==> config.mk <==
export PLATFORM = sky130hd
export DESIGN_NAME = mem_arbiter
export DESIGN_NICKNAME = d
export VERILOG_FILES = /design/src/rtl/mem_arbiter_pkg.sv /design/src/rtl/mem_arb_pick.sv /design/src/rtl/mem_arbiter.sv
export SDC_FILE = /design/constraint.sdc
export NUM_CORES = 1
export LEC_CHECK = 0
export CORE_MARGIN = 5
export CORE_UTILIZATION = 37
export DETAILED_ROUTE_END_ITERATION = 6
export GPL_TIMING_DRIVEN = 1
export PLACE_DENSITY = 0.86
export SYNTH_ARGS = -nofsm -noshare
export SYNTH_HDL_FRONTEND = slang
export SYNTH_SLANG_ARGS = --single-unit
export TNS_END_PERCENT = 100
==> constraint.sdc <==
create_clock -name clk -period 2.3 [get_ports clk]
set_clock_uncertainty 0.15 [all_clocks]
set_input_delay 0.46 -clock clk [delete_from_list [all_inputs] [get_ports clk]]
set_output_delay 0.46 -clock clk [all_outputs]
set_load 0.1 [all_outputs]
==> src/rtl/mem_arbiter_pkg.sv <==
// Shared types for the unified-RAM arbiter: FSM states, access owner and write-mask helper.
package mem_arbiter_pkg;

  typedef enum logic [1:0] {
    ST_IDLE   = 2'd0,
    ST_ACCESS = 2'd1,
    ST_RESP   = 2'd2
  } state_t;

  typedef enum logic [1:0] {
    OWN_NONE = 2'd0,
    OWN_IF   = 2'd1,
    OWN_D    = 2'd2
  } owner_t;

  // Reads must never strobe byte lanes, whatever d_be happens to hold.
  function automatic logic [3:0] wr_mask(input logic we, input logic [3:0] be);
    return we ? be : 4'b0000;
  endfunction

endpackage

==> src/rtl/mem_arb_pick.sv <==
// Grant select for the RAM arbiter: data beats fetch until fetch has lost
// STARVE_LIMIT consecutive contended grants, then fetch is forced through.
module mem_arb_pick #(
  parameter int STARVE_LIMIT = 4
) (
  input  logic clk,
  input  logic rst,
  input  logic i_if_req,
  input  logic i_d_req,
  input  logic i_grant_en,
  output logic o_grant_d
);

  localparam int CW = (STARVE_LIMIT < 1) ? 1 : $clog2(STARVE_LIMIT + 1);
  localparam logic [CW-1:0] LIMIT = CW'(STARVE_LIMIT);

  logic [CW-1:0] r_starve_cnt;

  assign o_grant_d = i_d_req && !(i_if_req && (r_starve_cnt == LIMIT));

  always_ff @(posedge clk) begin
    if (rst) begin
      r_starve_cnt <= '0;
    end else if (i_grant_en) begin
      // Only a data grant that leaves fetch waiting counts toward starvation.
      if (o_grant_d && i_if_req) begin
        if (r_starve_cnt != LIMIT) r_starve_cnt <= r_starve_cnt + 1'b1;
      end else begin
        r_starve_cnt <= '0;
      end
    end
  end

endmodule

==> src/rtl/mem_arbiter.sv <==
// Shares one single-port 1-cycle-latency RAM between instruction fetch and data ports.
// Each access takes IDLE -> ACCESS (mem_en) -> RESP (ack) -> IDLE, three cycles minimum.
module mem_arbiter
  import mem_arbiter_pkg::*;
#(
  parameter int ADDR_W       = 10,
  parameter int STARVE_LIMIT = 4
) (
  input  logic              clk,
  input  logic              rst,
  input  logic              i_if_req,
  input  logic [ADDR_W-1:0] i_if_addr,
  output logic              o_if_ack,
  output logic [31:0]       o_if_rdata,
  input  logic              i_d_req,
  input  logic              i_d_we,
  input  logic [3:0]        i_d_be,
  input  logic [ADDR_W-1:0] i_d_addr,
  input  logic [31:0]       i_d_wdata,
  output logic              o_d_ack,
  output logic [31:0]       o_d_rdata,
  output logic              o_mem_en,
  output logic [3:0]        o_mem_we,
  output logic [ADDR_W-1:0] o_mem_addr,
  output logic [31:0]       o_mem_wdata,
  input  logic [31:0]       i_mem_rdata,
  output logic              o_busy
);

  state_t              r_state;
  owner_t              r_owner;
  logic                r_mem_en;
  logic [3:0]          r_mem_we;
  logic [ADDR_W-1:0]   r_mem_addr;
  logic [31:0]         r_mem_wdata;
  logic                r_if_ack;
  logic                r_d_ack;
  logic                r_d_rd;
  logic                w_grant_en;
  logic                w_grant_d;

  assign w_grant_en = (r_state == ST_IDLE) && (i_if_req || i_d_req);

  mem_arb_pick #(
    .STARVE_LIMIT(STARVE_LIMIT)
  ) u_pick (
    .clk       (clk),
    .rst       (rst),
    .i_if_req  (i_if_req),
    .i_d_req   (i_d_req),
    .i_grant_en(w_grant_en),
    .o_grant_d (w_grant_d)
  );

  always_ff @(posedge clk) begin
    if (rst) begin
      r_state     <= ST_IDLE;
      r_owner     <= OWN_NONE;
      r_mem_en    <= 1'b0;
      r_mem_we    <= 4'b0000;
      r_mem_addr  <= '0;
      r_mem_wdata <= '0;
      r_if_ack    <= 1'b0;
      r_d_ack     <= 1'b0;
      r_d_rd      <= 1'b0;
    end else begin
      case (r_state)
        ST_IDLE: begin
          r_if_ack <= 1'b0;
          r_d_ack  <= 1'b0;
          if (w_grant_en) begin
            r_state  <= ST_ACCESS;
            r_mem_en <= 1'b1;
            if (w_grant_d) begin
              r_owner     <= OWN_D;
              r_mem_we    <= wr_mask(i_d_we, i_d_be);
              r_mem_addr  <= i_d_addr;
              r_mem_wdata <= i_d_wdata;
              r_d_rd      <= !i_d_we;
            end else begin
              r_owner     <= OWN_IF;
              r_mem_we    <= 4'b0000;
              r_mem_addr  <= i_if_addr;
              r_mem_wdata <= '0;
              r_d_rd      <= 1'b0;
            end
          end
        end
        ST_ACCESS: begin
          r_state  <= ST_RESP;
          r_mem_en <= 1'b0;
          r_mem_we <= 4'b0000;
          r_if_ack <= (r_owner == OWN_IF);
          r_d_ack  <= (r_owner == OWN_D);
        end
        ST_RESP: begin
          r_state  <= ST_IDLE;
          r_owner  <= OWN_NONE;
          r_if_ack <= 1'b0;
          r_d_ack  <= 1'b0;
        end
        default: begin
          r_state <= ST_IDLE;
        end
      endcase
    end
  end

  // RAM data lands during RESP, so the read path is steered by the registered acks.
  assign o_if_rdata  = r_if_ack ? i_mem_rdata : 32'h0;
  assign o_d_rdata   = (r_d_ack && r_d_rd) ? i_mem_rdata : 32'h0;
  assign o_if_ack    = r_if_ack;
  assign o_d_ack     = r_d_ack;
  assign o_mem_en    = r_mem_en;
  assign o_mem_we    = r_mem_we;
  assign o_mem_addr  = r_mem_addr;
  assign o_mem_wdata = r_mem_wdata;
  assign o_busy      = (r_state != ST_IDLE);

endmodule

After elaboration in Yosys (flattened, before gate mapping)
Index checks and enable logic that the tools add are counted.
{"block": "totals", "regBits": 57, "out_inout_bits": 114}
{"block": "op_classes", "addsub": 1, "n_eq_ne": 8, "mux": 20, "n_reduce_logical": 18}
{"cell": "$mux W32", "n": 3}
{"cell": "$mux W4", "n": 3}
{"cell": "$mux W10", "n": 1}
{"cell": "$pmux W2 S2", "n": 2}
{"cell": "$pmux W4 S2", "n": 1}
{"cell": "$reduce_and A2 Y1", "n": 4}
{"cell": "$reduce_bool A2 Y1", "n": 4}
{"cell": "$mux W2", "n": 3}
{"cell": "$mux W3", "n": 2}
{"cell": "$pmux W1 S2", "n": 3}
{"cell": "$logic_and A1 B1 Y1", "n": 5}
{"cell": "$eq A2 B1 Y1 const B", "n": 2}
{"cell": "$eq A2 B2 Y1 const B", "n": 2}
{"cell": "$add A3 B1 Y3 const B", "n": 1}
{"cell": "$eq A3 B3 Y1 const B", "n": 1}
{"cell": "$ne A3 B3 Y1 const B", "n": 1}
{"cell": "$logic_not A1 Y1", "n": 2}
{"cell": "$logic_not A2 Y1", "n": 1}
{"cell": "$mux W1", "n": 2}
{"cell": "$ne A2 B1 Y1 const B", "n": 1}
{"cell": "$ne A2 B2 Y1 const B", "n": 1}
{"cell": "$reduce_or A2 Y1", "n": 1}
{"cell": "$logic_or A1 B1 Y1", "n": 1}

Longest topological paths before layout
Gate-level depths: netlist (run 1).
{"block": "depth", "word_depth": 7, "ltp_mapped": 7, "ltp_nobuf": 5}

Modules after synthesis
Synthesis (run 1) repeated with hierarchy kept, for this count alone.
{"block": "hier_totals", "cells_unflattened": 339, "area_unflattened_um2": 2840.2}
{"module": "mem_arbiter", "instances": 1, "cells_each": 320, "area_per_inst_um2": 2657.5, "seq_area_each_um2": 1081.0}
{"module": "mem_arb_pick", "instances": 1, "cells_each": 19, "area_per_inst_um2": 182.7, "seq_area_each_um2": 60.1}

Worst setup path before layout (run 1)
OpenSTA, ideal clock, no wires.
{"block": "synth_timing", "path_kind": "register to output", "startpoint": "reg r_d_ack (netlist: o_d_ack)", "endpoint": "out o_d_rdata[22]", "t_arrival_ns": 2.078, "slack_ns": -0.388, "path_stages_with_launch": 3, "n_path_buf": 1, "path_cell_list": "dfxtp_1 clkbuf_1 and3_1"}
{"block": "synth_via", "elab_chain_cells": 2}
{"element": "start, declared", "line": "mem_arbiter.sv:37", "rtl": "logic r_d_ack;"}
{"element": "start signal, assigned", "line": "mem_arbiter.sv:94", "rtl": "r_d_ack <= (r_owner == OWN_D);"}
{"element": "$logic_and A1 B1 Y1", "line": "mem_arbiter.sv:111", "rtl": "assign o_d_rdata = (r_d_ack && r_d_rd) ? i_mem_rdata : 32'h0;"}
{"element": "$mux W32", "line": "mem_arbiter.sv:111"}
{"element": "end, declared", "line": "mem_arbiter.sv:21", "rtl": "output logic [31:0] o_d_rdata,"}
Every way passes these cells.

Worst setup path after layout (run 1)
{"block": "layout_timing", "startpoint": "reg r_d_ack (netlist: o_d_ack)", "endpoint": "out o_d_rdata[19]"}
Same word-level chain as after synthesis.

==> summary.txt, run 1 <==
Placed design
  • DP Wirelength: 9280 um
  • IO buf count: 206
  • Gpl congestion: 0.793

Power and ir drop
  • Clock power frac: 29.6%
  • Overall power: 3.20 mW
  • VDD IR-drop max: 0.498 mV
  • Combinational power share: 35.5%
  • P_leak: 2.39 nW
  • Sw frac: 38.7%
  • Power per Cell Area: 558 nW/um^2
  • Sequential Power Share: 34.8%
  • Cell-internal power: 1.96 mW
  • NetSw: 1.24 mW

Critical path
  • Worst path cell trace: and3_2 -> buf_12
  • Register-to-register setup slack: 0.54 ns
  • CP Launch Type: flop
  • Arr. time, crit path: 1.49 ns
  • Crit path buf inv count: 1
  • CP endpoint kind: output pin
  • Slowest-stage cell, CP: dfxtp_2
  • FF-to-FF End: o_mem_addr[7]
  • Crit path max fanout: 34
  • Crit path max-delay family: flip-flops
  • Reg2reg start: r_state[1]
  • Worst endpoint required time: 1.69 ns
  • Reg2Reg Depth: 4
  • Crit Path Class: reg2out
  • Slowest Stage Delay on Critical Path: 0.67 ns

Floorplan
  • Core Region: 7330 sq um
  • Die area: 9410 sq um
  • Chip Width: 97.0 um
  • Die height: 97.0 um
  • I/O Pins: 207
  • Initial Util: 38.2%
  • # rows: 31

Detailed routing
  • Routed WL: 12000 um
  • Drt wl/cell: 18.5 um
  • Vias per std cell: 5.34
  • DRC viols: 0
  • Drt first pass iters: 7
  • ANT nets after route: 0
  • Via Count: 3468
  • DR iter-0 viols: 169

STA
  • Final Setup Violations: 0
  • Fin Hold WS: 0.328 ns
  • Final hold viol count: 0
  • Pins over their slew limit: 0
  • RSZ-0062 raised after global routing: no
  • Crit path time final: 2.10 ns
  • Fmax: 476 MHz
  • Rel. slew slack: 49.4%
  • Sum of negative setup slack: 0 ns
  • Final period util: 91.3%
  • Least-Margin Pin Slew: 0.757 ns

Hold path
  • Hold Crit Start: o_mem_wdata[25]
  • WHS Endpoint: o_mem_wdata[25]
  • Worst min path class: reg2reg
  • WHS Path Cells: 2

Run status
  • Status: completed

GRT
  • Initial antenna violation count: 0
  • Gr usage total: 23.9%
  • Vias in the first global route: 3323
  • Pin count of the biggest net entering global routing: 49
  • Grt ovf: 0
  • First-pass GRT wire length: 18500 um

Cells and area
  • Ant diodes: 0
  • Area added between synthesis and finish: 105%
  • Layout cells sized above 1: 37.6%
  • Layout Nets: 641

Clock tree
  • H-tree Lvls: 3
  • Clock root cell: clkbuf_8
  • Worst-Skew Late Latency: 0.32 ns
  • Post-CTS resize count: 0
  • CTS Buf Count: 9
  • Post-CTS Setup Inserts: 0
  • CTS tree: yes
  • Clk buf depth: 2
  • Clock slew at reported path FFs: 0.07 ns
  • Sink Count: 57
  • CTS hold repair buffers: 0

Synth
  • Mapped Nets: 451
  • Register bit total from synthesis: 57
  • Gate Count Post-Synth: 356
  • Post-synthesis sequential area ratio: 40.7%
  • Cell Area, Synth: 2800 sq um
  • Yosys cell types: 31
  • Avg Cell Area, Syn: 7.87 sq um
  • Area share of the largest cell type after synthesis: 40.7%
  • Cell taking the most area after synthesis: dfxtp_1
  • Synth area leaders: dfxtp_1 41%, a21oi_1 8.8%, o21ai_0 8.0%
  • Synth warnings: 0

Flow run
  • Number of max-cap violations: 0
logic make-up (layout without fill, tap and decap cells):
group	count (synthesis)	after routing	share of synthesized area (%)
and+or+nand+nor	132	132	27.1
AOI/OAI and AO/OA	117	117	23.6
DFF	57	57	40.7
buffers and inverters	48	243	7.68
adders and majority gates	2	2	0.893
flip-flops by register name, indices dropped and copies added, names as in the netlist:
name,cells
o_mem_wdata,32
r_state,2
o_d_ack,1
o_mem_we,4
o_mem_addr,10
u_pick.r_starve_cnt,3
o_mem_en,1
r_owner,2
o_if_ack,1
r_d_rd,1
worst max-delay path by stage:
stage	start	endpoint	slack (ns)	cells past startpoint
floorplan	o_d_ack	o_d_rdata[1]	0.13	1
global placement	i_if_req	o_mem_addr[2]	0.07	4
detailed placement	i_if_req	o_mem_addr[6]	-0.03	4
CTS	o_if_ack	o_if_rdata[1]	0.19	2
global route	o_d_ack	o_d_rdata[19]	0.09	2
finish	o_d_ack	o_d_rdata[19]	0.20	2
synthesized netlist by cell type (all sizes together):
cell	n
nand2	6
nand4	4
nand3	43
o211a	1
nor3b	2
a211oi	1
a31oi	1
o31ai	1
and2	32
a21oi	49
nor3	1
a21boi	2
o21ai	48
nand4b	1
clkbuf	19
or2	1
ha	2
o22ai	4
buf	18
a311oi	10
and3	33
nor2	7
dfxtp	57
inv	11
nor2b	1
or3	1
metrics by stage:
step                      setup slack, ns  cell area, sq um  utilization, %  instances
after global routing               0.0938              5740            78.3        650
after floorplan                     0.131              2880               -        356
after detailed placement          -0.0319              5530            75.5        634
after CTS                           0.192              5740            78.3        650
final                               0.200              5740            78.3        650
after global placement             0.0726              5530            75.5        634
final cells by class:
cell class                 count  area, sq um
tap                           99          124
clock buffer                  11          151
multi-input combinational    251         1520
clock inverter                 5         53.8
fill                         480         1590
timing repair buffer         216         2700
inverter                      11         41.3
sequential                    57         1140
power groups by stage:
stage | clock network, mW | logic, mW | registers, mW
4_1_cts | 0.960 | 1.14 | 1.11
3_3_place_gp | 0 | 1.12 | 1.13
5_1_grt | 1.01 | 1.18 | 1.12
2_1_floorplan | 0 | 0.294 | 1.60
3_5_place_dp | 0 | 1.14 | 1.13
6_report | 0.949 | 1.14 | 1.12
per-layer routing:
| metal | up-vias | global-route usage [%] | share of wire (%) |
|---|---|---|---|
| met1 | 1617 | 27.3 | 38 |
| met5 | - | 0 | 0 |
| met3 | 18 | 5.47 | 6.3 |
| met4 | 0 | 7.56 | 2.2 |
| met2 | 179 | 43.7 | 54 |
| li1 | 1654 | - | - |
cell usage in the layout (no fill, tap or decap), types with 3 or more instances in the layout:
cell type,count
clkdlybuf4s50_1,92
buf_12,68
buf_4,56
dfxtp_1,55
a21oi_1,49
o21ai_0,45
nand3_1,43
and3_2,30
and2_2,30
clkbuf_8,11
inv_1,10
a311oi_1,10
nand2_1,6
nor2_1,5
nand4_1,4
o22ai_1,4
and3_1,3
o21ai_1,3
clkinv_2,3
worst register-to-register path, stage by stage (launching register included):
cell	delay, ns
dfxtp_1	0.40
nor2_4	0.13
inv_2	0.10
nor2_1	0.61
a311oi_1	0.20
Power figures use the tool's default switching activity.
==> inputs of run 2 (changes only) <==
Settings changed: CORE_UTILIZATION 37 to 30, PLACE_DENSITY 0.86 to 0.72.
==> run 2 against run 1 <==
Effect of this change:
- clock power fell by 22%
- sequential share of layout area up 0.087 points
- core utilization down 16 points
- first-iteration DRC count down 13%
- cell area down 0.44%
- critical path depth unchanged
- cell count up 1.8%
- register-to-register slack barely moved
- wire length shrank 4.8%
- power shrank 6.6%
- die area increased by 21%
- maximum frequency down 0.92%
- critical path type unchanged
- largest power group unchanged
==> summary.txt, run 2 (synthesis results as in run 1) <==
Detailed routing
  • Drt wl/cell: 17.3 um (-6.5%)
  • DR iter-0 viols: 147 (-13%)
  • DRC viols: 0 (unchanged)
  • Via Count: 3389 (-2.3%)
  • ANT nets after route: 0 (unchanged)
  • Vias per std cell: 5.12 (-4.0%)
  • Drt first pass iters: 4 (-3)
  • Routed WL: 11500 um (-4.8%)

Floorplan
  • Initial Util: 30.6% (-7.6 points)
  • Die height: 107 um (+9.9%)
  • Die area: 11400 sq um (+21%)
  • # rows: 35 (+13%)
  • Chip Width: 107 um (+9.9%)
  • Core Region: 9150 sq um (+25%)
  • I/O Pins: 207 (unchanged)

STA
  • Final Setup Violations: 0 (unchanged)
  • Fin Hold WS: 0.327 ns (-0.000909 ns)
  • Rel. slew slack: 49.0% (-0.34 points)
  • Crit path time final: 2.12 ns (+0.0196 ns)
  • Pins over their slew limit: 0 (unchanged)
  • Sum of negative setup slack: 0 ns (unchanged)
  • RSZ-0062 raised after global routing: no
  • Fmax: 472 MHz (-0.92%)
  • Final hold viol count: 0 (unchanged)
  • Final period util: 92.2% (+0.85 points)
  • Least-Margin Pin Slew: 0.762 ns (+0.00513 ns)

Clock tree
  • Sink Count: 57 (unchanged)
  • Clock slew at reported path FFs: 0.06 ns (about the same)
  • Clock root cell: clkbuf_8
  • Post-CTS Setup Inserts: 0 (unchanged)
  • CTS hold repair buffers: 0 (unchanged)
  • Post-CTS resize count: 0 (unchanged)
  • CTS tree: yes
  • Worst-Skew Late Latency: 0.32 ns (about the same)
  • Clk buf depth: 2 (unchanged)
  • CTS Buf Count: 9 (unchanged)
  • H-tree Lvls: 3 (unchanged)

Critical path
  • Crit path max fanout: 34 (unchanged)
  • Crit Path Class: reg2out
  • Worst endpoint required time: 1.69 ns (about the same)
  • Arr. time, crit path: 1.51 ns (+0.02 ns)
  • CP endpoint kind: output pin
  • CP Launch Type: flop

Cells and area
  • Area added between synthesis and finish: 104%
  • Layout Cells excl Fill: 662 (+1.8%)
  • Most frequent cells in the layout: 92 x clkdlybuf4s50_1, 68 x buf_12, 58 x buf_4
  • Most common cell after layout, fill and taps aside: clkdlybuf4s50_1
  • Design Area, Final: 5710 sq um (-0.44%)
  • Layout cells sized above 1: 37.4% (-0.18 points)
  • Ant diodes: 0 (unchanged)
  • Number of flip-flops in the largest register: 32 (unchanged)
  • Layout Nets: 643 (+0.31%)

Hold path
  • Worst min path class: reg2reg

GRT
  • Gr usage total: 19.3% (-4.6 points)
  • Vias in the first global route: 3262 (-1.8%)
  • Pin count of the biggest net entering global routing: 49 (unchanged)
  • First-pass GRT wire length: 17800 um (-3.4%)
  • Initial antenna violation count: 0 (unchanged)
  • Grt ovf: 0 (unchanged)

Power and ir drop
  • NetSw: 1.21 mW (-2.6%)
  • Sw frac: 40.4% (+1.7 points)
  • Sequential Power Share: 37.2% (+2.4 points)
  • VDD IR-drop max: 0.477 mV (-4.3%)
  • Overall power: 2.99 mW (-6.6%)
  • Combinational power share: 38.0% (+2.5 points)
  • Power per Cell Area: 524 nW/um^2 (-6.2%)
  • Clock power frac: 24.8% (-4.8 points)
  • P_leak: 2.37 nW (-0.88%)
  • Cell-internal power: 1.78 mW (-9.1%)

Placed design
  • Gpl congestion: 0.770 (-2.9%)
  • IO buf count: 206 (unchanged)
  • Area of placed instances: 5560 sq um (+0.54%)
  • Placed cells: 648 (+2.2%)
  • DP Wirelength: 8890 um (-4.2%)

Flow run
  • Number of max-cap violations: 0 (unchanged)

Run status
  • Status: completed
-- run 2: changes by cell type in the layout (fill, tap and decap cells not counted), sizes merged --
| cell | before | now |
|---|---|---|
| bufinv | 1 | 0 |
| clkinvlp | 0 | 1 |
| clkbuf | 11 | 10 |
| buf | 124 | 126 |
| clkinv | 4 | 3 |
-- run 2: power groups by stage --
stage / Sequential (mW) / Clock [mW] / Combinational, mW
2_1_floorplan: 1.60 / 0 / 0.294
5_1_grt: 1.12 / 0.824 / 1.19
6_report: 1.11 / 0.743 / 1.14
4_1_cts: 1.11 / 0.779 / 1.14
3_5_place_dp: 1.13 / 0 / 1.14
3_3_place_gp: 1.13 / 0 / 1.13
-- run 2: worst max-delay path, cell delays in order (launching register included) --
cell	delay [ns]
dfxtp_2	0.68
and3_2	0.33
buf_12	0.18
-- run 2: worst paths after layout --
path | to | cells after the start | start | slack [ns]
setup / recovery | o_d_rdata[3] | 2 | o_d_ack | 0.18
hold / removal | o_mem_we[2] | 2 | o_mem_we[2] | 0.33
setup reg to reg | o_mem_addr[5] | 4 | r_state[1] | 0.55
hold reg to reg | o_mem_we[2] | 2 | o_mem_we[2] | 0.33
-- run 2: stage by stage --
stage               utilization [%]  worst slack [ns]
finish                         62.4             0.181
global route                   62.4            0.0671
CTS                            62.4             0.158
detailed placement             60.8            0.0245
global placement               60.8            0.0958
floorplan                         -             0.131
-- run 2: cell type report --
type	instances	area, sq um
clock buffers	10	128
clock inverters	4	22.5
fillers	737	3440
inverters	11	41.3
multi-input cells	251	1520
flip-flops and latches	57	1140
well taps	111	139
repair buffers	218	2720
-- run 2: routing by layer --
layer	up-vias	global-route usage (%)	share of wire, %
li1	1656	-	-
met1	1582	23.5	41
met2	149	34.8	52
met3	2	5.00	7.2
met4	0	3.01	0.17
met5	-	0	0
